File: src/rtl/icache_if.sv
// Datapath-fetch and memory-fill signals of the instruction cache, bundled for port use.
// The cache takes the slave side; the datapath/memory environment takes the master side.
interface icache_if;
    logic        imemREN;
    logic [31:0] imemaddr;
    logic        flush;
    logic        ihit;
    logic [31:0] imemload;
    logic        iREN;
    logic [31:0] iaddr;
    logic        iwait;
    logic [31:0] iload;
    logic [31:0] hit_count;
    logic [31:0] miss_count;

    modport slave (
        input  imemREN, imemaddr, flush, iwait, iload,
        output ihit, imemload, iREN, iaddr, hit_count, miss_count
    );

    modport master (
        output imemREN, imemaddr, flush, iwait, iload,
        input  ihit, imemload, iREN, iaddr, hit_count, miss_count
    );
endinterface

File: src/rtl/icache.sv
// Direct-mapped, one-word-per-frame instruction cache with zero-latency hits
// and a two-state (IDLE/FETCH) miss handler that fills from memory.
module icache #(
    parameter int SETS  = 16,
    parameter int IDX_W = 4
) (
    input logic     CLK,
    input logic     RST,
    icache_if.slave bus
);
    localparam int TAG_W = 32 - IDX_W - 2;

    typedef enum logic {IDLE, FETCH} state_t;

    state_t             state;
    logic [SETS-1:0]    valid;
    logic [TAG_W-1:0]   tags [SETS];
    logic [31:0]        data [SETS];
    logic [31:0]        miss_addr;
    logic               iren;
    logic [31:0]        hit_count;
    logic [31:0]        miss_count;

    logic [IDX_W-1:0]   idx;
    logic [TAG_W-1:0]   tag;
    logic [IDX_W-1:0]   miss_idx;
    logic               hit;
    logic               fill;

    assign idx      = bus.imemaddr[IDX_W+1:2];
    assign tag      = bus.imemaddr[31:IDX_W+2];
    assign miss_idx = miss_addr[IDX_W+1:2];

    assign hit  = (state == IDLE) && bus.imemREN && valid[idx]
                  && (tags[idx] == tag) && !bus.flush;
    // A flush in the completing cycle wins over the returning data.
    assign fill = (state == FETCH) && !bus.flush && !bus.iwait;

    assign bus.ihit       = hit;
    assign bus.imemload   = hit ? data[idx] : 32'd0;
    assign bus.iREN       = iren;
    assign bus.iaddr      = iren ? miss_addr : 32'd0;
    assign bus.hit_count  = hit_count;
    assign bus.miss_count = miss_count;

    always_ff @(posedge CLK or posedge RST) begin
        if (RST) begin
            state      <= IDLE;
            valid      <= '0;
            miss_addr  <= 32'd0;
            iren       <= 1'b0;
            hit_count  <= 32'd0;
            miss_count <= 32'd0;
        end else begin
            if (hit)
                hit_count <= hit_count + 32'd1;
            case (state)
                IDLE: begin
                    if (bus.flush) begin
                        valid <= '0;
                    end else if (bus.imemREN && !hit) begin
                        state     <= FETCH;
                        miss_addr <= bus.imemaddr;
                        iren      <= 1'b1;
                    end
                end
                FETCH: begin
                    if (bus.flush) begin
                        valid <= '0;
                        state <= IDLE;
                        iren  <= 1'b0;
                    end else if (!bus.iwait) begin
                        valid[miss_idx] <= 1'b1;
                        state           <= IDLE;
                        iren            <= 1'b0;
                        miss_count      <= miss_count + 32'd1;
                    end
                end
                default: begin
                    state <= IDLE;
                    iren  <= 1'b0;
                end
            endcase
        end
    end

    // Frame payload is not reset; the valid bits alone qualify it.
    always_ff @(posedge CLK) begin
        if (fill) begin
            tags[miss_idx] <= miss_addr[31:IDX_W+2];
            data[miss_idx] <= bus.iload;
        end
    end
endmodule

File: src/flat_wrapper.sv
// flat-port wrapper written by rule: the top's interface ports become plain ports
module icache_flat 
#(
    parameter int SETS  = 16,
    parameter int IDX_W = 4
)
  (CLK, RST, bus_imemREN, bus_imemaddr, bus_flush, bus_iwait, bus_iload, bus_ihit, bus_imemload, bus_iREN, bus_iaddr, bus_hit_count, bus_miss_count);
  icache_if bus_i ();
  input logic CLK;
  input logic RST;
  input wire logic [$bits(bus_i.imemREN)-1:0] bus_imemREN;
  input wire logic [$bits(bus_i.imemaddr)-1:0] bus_imemaddr;
  input wire logic [$bits(bus_i.flush)-1:0] bus_flush;
  input wire logic [$bits(bus_i.iwait)-1:0] bus_iwait;
  input wire logic [$bits(bus_i.iload)-1:0] bus_iload;
  output wire logic [$bits(bus_i.ihit)-1:0] bus_ihit;
  output wire logic [$bits(bus_i.imemload)-1:0] bus_imemload;
  output wire logic [$bits(bus_i.iREN)-1:0] bus_iREN;
  output wire logic [$bits(bus_i.iaddr)-1:0] bus_iaddr;
  output wire logic [$bits(bus_i.hit_count)-1:0] bus_hit_count;
  output wire logic [$bits(bus_i.miss_count)-1:0] bus_miss_count;
  assign bus_i.imemREN = bus_imemREN;
  assign bus_i.imemaddr = bus_imemaddr;
  assign bus_i.flush = bus_flush;
  assign bus_i.iwait = bus_iwait;
  assign bus_i.iload = bus_iload;
  assign bus_ihit = bus_i.ihit;
  assign bus_imemload = bus_i.imemload;
  assign bus_iREN = bus_i.iREN;
  assign bus_iaddr = bus_i.iaddr;
  assign bus_hit_count = bus_i.hit_count;
  assign bus_miss_count = bus_i.miss_count;
  icache #(.SETS(SETS), .IDX_W(IDX_W)) u_core (.CLK(CLK), .RST(RST), .bus(bus_i));
endmodule
File: config.mk
export PLATFORM = sky130hd
export DESIGN_NAME = icache_flat
export DESIGN_NICKNAME = d
export VERILOG_FILES = /design/src/rtl/icache_if.sv /design/src/rtl/icache.sv /design/src/flat_wrapper.sv
export SDC_FILE = /design/constraint.sdc
export NUM_CORES = 1
export LEC_CHECK = 0
export CORE_UTILIZATION = 40
export DETAILED_ROUTE_END_ITERATION = 16
export GPL_TIMING_DRIVEN = 0
export PLACE_DENSITY = 0.54
export SYNTH_ARGS = -nofsm -noshare
export SYNTH_HDL_FRONTEND = slang
export SYNTH_SLANG_ARGS = --single-unit
File: constraint.sdc
create_clock -name CLK -period 9 [get_ports CLK]
set_input_delay 2.7 -clock CLK [delete_from_list [all_inputs] [get_ports CLK]]
set_output_delay 2.7 -clock CLK [all_outputs]
set_load 0.02 [all_outputs]
### Word level (Yosys, flattened, before mapping)

Memory sizes are Yosys's and may differ from the RTL's.
Cells that the tools add are included.

| storage, ports and cells | value |
|---|---|
| memories | 2 |
| word-level logic and storage cells | 59 |
| bits in writable memories | 928 |
| flip-flop bits (word level) | 114 |
| input port bits | 69 |

| cells by class | value |
|---|---|
| equal/unequal tests | 5 |
| reduce and logical (&&, ||, !) cells | 15 |
| bitwise operators | 4 |
| add/sub/neg operators | 2 |
| magnitude comparators | 3 |
| muxes and demuxes | 22 |

Memories:

| memory | depth | width | rd ports | clocked after memory_dff | wr ports | line | text |
|---|---|---|---|---|---|---|---|
| u_core.data | 16 | 32 | 1 | 0 | 1 | icache.sv:18 | `logic [31:0] data [SETS];` |
| u_core.tags | 16 | 26 | 1 | 0 | 1 | icache.sv:17 | `logic [TAG_W-1:0] tags [SETS];` |

Operator list:

| cell | count |
|---|---|
| $add 32x1->32 const B | 2 |
| $mux 32 | 2 |
| $mux 16 | 3 |
| $pmux 16 s2 | 1 |
| $eq 26x26->1 | 1 |
| $or 16x16->16 | 1 |
| $mux 1 | 12 |
| $lt 4x5->1 const B | 2 |
| $reduce_and 3->1 | 3 |
| $logic_and 1x1->1 | 8 |
| $ne 2x2->1 const B | 3 |
| $bmux 1 s4 | 1 |
| $demux 1 s4 | 1 |
| $ge 4x1->1 const B | 1 |
| $pmux 1 s2 | 2 |
| $logic_not 1->1 | 3 |
| $ne 3x3->1 const B | 1 |
| $not 1->1 | 3 |
| $reduce_and 2->1 | 1 |

### Depth between registers and ports, before layout

| logic depth | value |
|---|---|
| word-level depth | 10 |
| gate-level depth with buffers | 15 |

### Worst setup path before layout

OpenSTA, ideal clock, no wires.

| path | value |
|---|---|
| path kind | in2reg |
| start point | in bus_iwait |
| end point | mem u_core.data[15][0], enable pin |
| stages | 2 |
| data arrival time | 8564 ps |
| data required time | 8379 ps |
| library setup time | 621 ps |
| setup slack | -185 ps |
| cells stage by stage | nand2b_1 -> nor4_1 |

| between the ends | value |
|---|---|
| word-level cells in the longest chain between the ends | 4 |

RTL lines:

| what | line | text |
|---|---|---|
| start, declared | flat_wrapper.sv:14 | `input wire logic [$bits(bus_i.iwait)-1:0] bus_iwait;` |
| $logic_not 1->1 | icache.sv:37 | `assign fill = (state == FETCH) && !bus.flush && !bus.iwait;` |
| $logic_and 1x1->1 | icache.sv:37 |  |
| $mux 1 | icache.sv:89 | `if (fill) begin` |
| $mux 1 (not written as such) | icache.sv:91 | `data[miss_idx] <= bus.iload;` |
| end, declared | icache.sv:18 |  |

Every way passes these cells.

### Final worst setup path

| path | value |
|---|---|
| start point | in bus_imemaddr[4] |
| end point | out bus_imemload[29] |

| between the ends | value |
|---|---|
| word-level cells in the longest chain between the ends | 6 |
| elaborated cells between the ends (all ways) | 9 |
| those cells by class | eq/ne (1); mux (3); reduce/logical (3); memory (2) |

RTL lines:

| what | line | text |
|---|---|---|
| start, declared | flat_wrapper.sv:12 | `input wire logic [$bits(bus_i.imemaddr)-1:0] bus_imemaddr;` |
| parallel branches: the longest is 5 deep, another holds $mem_v2 16x26 | - |  |
| $mux 32 * | icache.sv:40 | `assign bus.imemload = hit ? data[idx] : 32'd0;` |
| end, declared | flat_wrapper.sv:17 | `output wire logic [$bits(bus_i.imemload)-1:0] bus_imemload;` |

Mark *: on every way between the ends. The select of a mux whose other input is x is not followed.

==> key figures <==
Clock tree
  – Num CTS Buffers: 107
  – CTS tree: built
  – Clock root buffer: clkbuf_16
  – H-tree depth: 3
  – # clock sinks: 1042
  – Worst-path clk slew: 60 ps
  – Worst-case clock buffer depth: 3
  – Clock Latency Late Sink: 680 ps

Min path
  – Hold_sp: u_core.bus.miss_count[31]
  – Worst Hold Class: flop to flop
  – Hold Crit Depth: 1
  – Hold path endpoint: u_core.bus.miss_count[31]

Place
  – RePlAce Congestion: 0.7870
  – Dpl hpwl: 69870 um
  – IO Port Bufs: 195
  – Cells after DPL: 3506
  – Placed inst area: 45780 um2
  – Pre-CTS setup slack: -1979 ps

Cells and area
  – Nets: 2331
  – Cell Count, Final, Fillers Out: 3712
  – Fin util: 49.13%
  – Post-route cell area: 49420 um2
  – Layout area overhead: 21.05%
  – Layout cells sized above 1: 28.06%

GRT
  – Total gr overflow: 0
  – Initial antenna violation count: 10
  – First-pass GRT wire length: 153300 um
  – Largest net degree at the start of global routing: 64
  – Vias in the first global route: 21300
  – GRT Util Overall: 20.99%

STA
  – Tmin final: 8888 ps
  – Worst setup margin: 111.6 ps
  – Fin Setup TNS: 0 ps
  – WHS: 471.9 ps
  – Final hold vios: 0
  – Final Cycle Share: 98.76%
  – Final slew viol count: 0
  – Fmax: 112.5 MHz
  – Max transition margin: 20.55%
  – Worst Clk Skew: 29.74 ps
  – RSZ-0062 raised after global routing: true
  – Worst-Margin Slew: 1192 ps
  – # setup viols final: 0

Setup path
  – RR Startpoint: u_core.tags[10][6]
  – Levels on crit path: 14
  – Worst reg-to-reg setup slack: 5400 ps
  – Crit-path cells: clkdlybuf4s50_1, buf_8, buf_6, mux4_2, mux2i_1, mux2i_1, xnor2_1, nand4_1, nor3_4, nand4_4, buf_12, buf_6, nor2b_4, clkdlybuf4s15_2
  – Crit-path leading delay family: buffers and inverters
  – Startpoint Class: input port
  – Worst Path Max Fanout: 10
  – Critical-path top delay cell: clkdlybuf4s50_1
  – R2r endpoint: u_core.miss_addr[26]
  – Worst Setup Path Type: input port to output port
  – Crit path DAT: 6190 ps
  – WP buf/inv: 6
  – Critical path capture point type: output port
  – CP max stage delay: 530 ps
  – WP data required: 6300 ps
  – R2R depth: 11

Synthesis
  – Synthesis Warnings: 0
  – Dominant cells by area after synthesis: edfxtp_1 68%, mux4_2 14%, dfrtp_1 7.0%
  – Yosys top cell by area: edfxtp_1
  – Syn Inst Count: 1898
  – Async SR Flop Fraction: 10.94%
  – Seq/Total Area, Yosys: 75.24%
  – Post-synth EDFFs: 928
  – #FFs+latches synth: 1042
  – Post-Syn Area: 40830 um2
  – Post-synth top flop: edfxtp_1
  – Net count after synthesis: 1969
  – Avg Cell Area, Syn: 21.51 um2
  – Post-synth cell types: 55
  – Area share of the largest cell type after synthesis: 68.26%

Floorplan
  – Die width: 321.5 um
  – Initial cell density of the core: 40.59%
  – Die height: 321.5 um
  – Ports: 199
  – Rows: 116
  – Core area: 100600 um2
  – Die area: 103300 um2

Run status
  – Status: completed

Power
  – Flop pwr share: 52.9%
  – Gate power share: 6.5%
  – Int Power: 8.179 mW
  – Worst VDD drop: 0.1665 mV
  – Power share of the clock group: 40.5%
  – Psw: 2.339 mW
  – Pwr dens: 212.8 nW/um2
  – Switching share of total power: 22.24%
  – Total power: 10.52 mW
  – Static Leak: 16.51 nW

Route
  – Initial DRT Pass Iterations: 5
  – DR WL/cell: 28.87 um
  – Post-Route M1 WL: 44060 um
  – Met3 wire len: 5614 um
  – Drt first-iter violations: 1688
  – Met2 WL: 54570 um
  – DR top layer: met5
  – DRC: 0
  – Via/cell ratio: 5.421
  – Vias: 20120
  – Final ANT Viol Nets: 0
  – Total wire length: 107200 um

Run
  – Maxcap violations: 0
placed cells by master (no fill, tap or decap), types with 7 or more instances in the layout:
cell             synthesis  routed
nand2_1                 46      46
mux2i_1                 66      62
mux4_2                 260     260
clkbuf_2                 0      22
xor2_1                  38      38
dfrtp_1                114     114
buf_2                   28      19
inv_1                   12      11
clkdlybuf4s15_2          0      16
clkbuf_1                34      48
nor4_2                   9      10
nor2b_4                  0      11
nand3_1                 19      19
clkinv_1                 1      26
clkdlybuf4s50_1          0     162
nor2_1                  34      19
nor2_4                   0      15
xnor2_1                 57      56
nor3_1                  12      11
nor2b_2                  0      10
buf_12                   0      34
nor2b_1                 39      18
clkbuf_16                0     109
nand4_1                 13      13
bufinv_16                0       7
buf_4                    9      25
mux2_2                  34      34
clkinv_2                 0      14
and2_1                  37      37
a21o_1                  17      17
and3_1                  10      10
edfxtp_1               928     928
buf_6                    8      17
buf_16                   0      15
area by class of cell:
class	instances	area, um2
Fill cell	8214	51160
Sequential cell	1042	30720
Multi-Input combinational cell	756	9887
Timing Repair Buffer	253	3098
Clock buffer	146	2877
Tap cell	1357	1698
Buffer	86	604.3
Clock inverter	55	471.7
Inverter	14	57.56
Antenna cell	3	7.507
repair_timing:
action	4_1_cts	5_1_grt
setup buffers	2	0
gates resized for setup	177	38
hold buffers	0	0
setup endpoints to repair	33	33
pin swaps	2	3
registers in the layout (all words and copies together), names as in the netlist:
register,count
u_core.bus.iREN,1
u_core.bus.hit_count,32
u_core.state,1
u_core.tags,416
u_core.bus.miss_count,32
u_core.valid,16
u_core.miss_addr,32
u_core.data,512
how the worst max path moves through the flow:
stage	from	to
final	bus_imemaddr[4]	bus_imemload[29]
after global placement	bus_iwait	u_core.data[15][9]
after CTS	bus_imemaddr[4]	bus_imemload[16]
after floorplan	bus_imemaddr[5]	bus_imemload[10]
after global routing	bus_imemaddr[4]	bus_imemload[29]
after detailed placement	bus_imemaddr[4]	bus_imemload[11]
Yosys cell counts, types with 13 or more instances:
library cell / instances
nand2_1: 46
clkbuf_1: 34
buf_2: 28
edfxtp_1: 928
dfrtp_1: 114
mux4_2: 260
nor2_1: 34
nand4_1: 13
a21o_1: 17
mux2i_1: 66
xnor2_1: 57
xor2_1: 38
and2_1: 37
nand3_1: 19
nor2b_1: 39
mux2_2: 34
cells by family after synthesis:
| family | count (synthesis) | synth area share, % |
|---|---|---|
| flip-flops | 1042 | 75.24 |
| multiplexers | 360 | 16.90 |
| AND/OR/NAND/NOR | 248 | 3.561 |
| buffers and inverters | 100 | 1.235 |
| XOR/XNOR | 95 | 2.038 |
| AO/OA/AOI/OAI | 51 | 0.9624 |
| adder cells (fa/ha/maj) | 2 | 0.06128 |
power by group through the flow:
stage	registers, mW	logic (mW)	clock network [mW]
after floorplan	5.61	0.369	0
after global placement	5.65	0.663	0
after detailed placement	5.66	0.693	0
after CTS	5.56	0.704	4.35
after global routing	5.58	0.733	4.52
final	5.57	0.688	4.26
layer usage:
| layer | vias up | global-route usage (%) |
|---|---|---|
| met5 | - | 0 |
| met1 | 10840 | 27.51 |
| met3 | 167 | 3.880 |
| li1 | 8514 | - |
| met4 | 12 | 6.127 |
| met2 | 585 | 35.65 |
(Power assumes the default switching activity.)
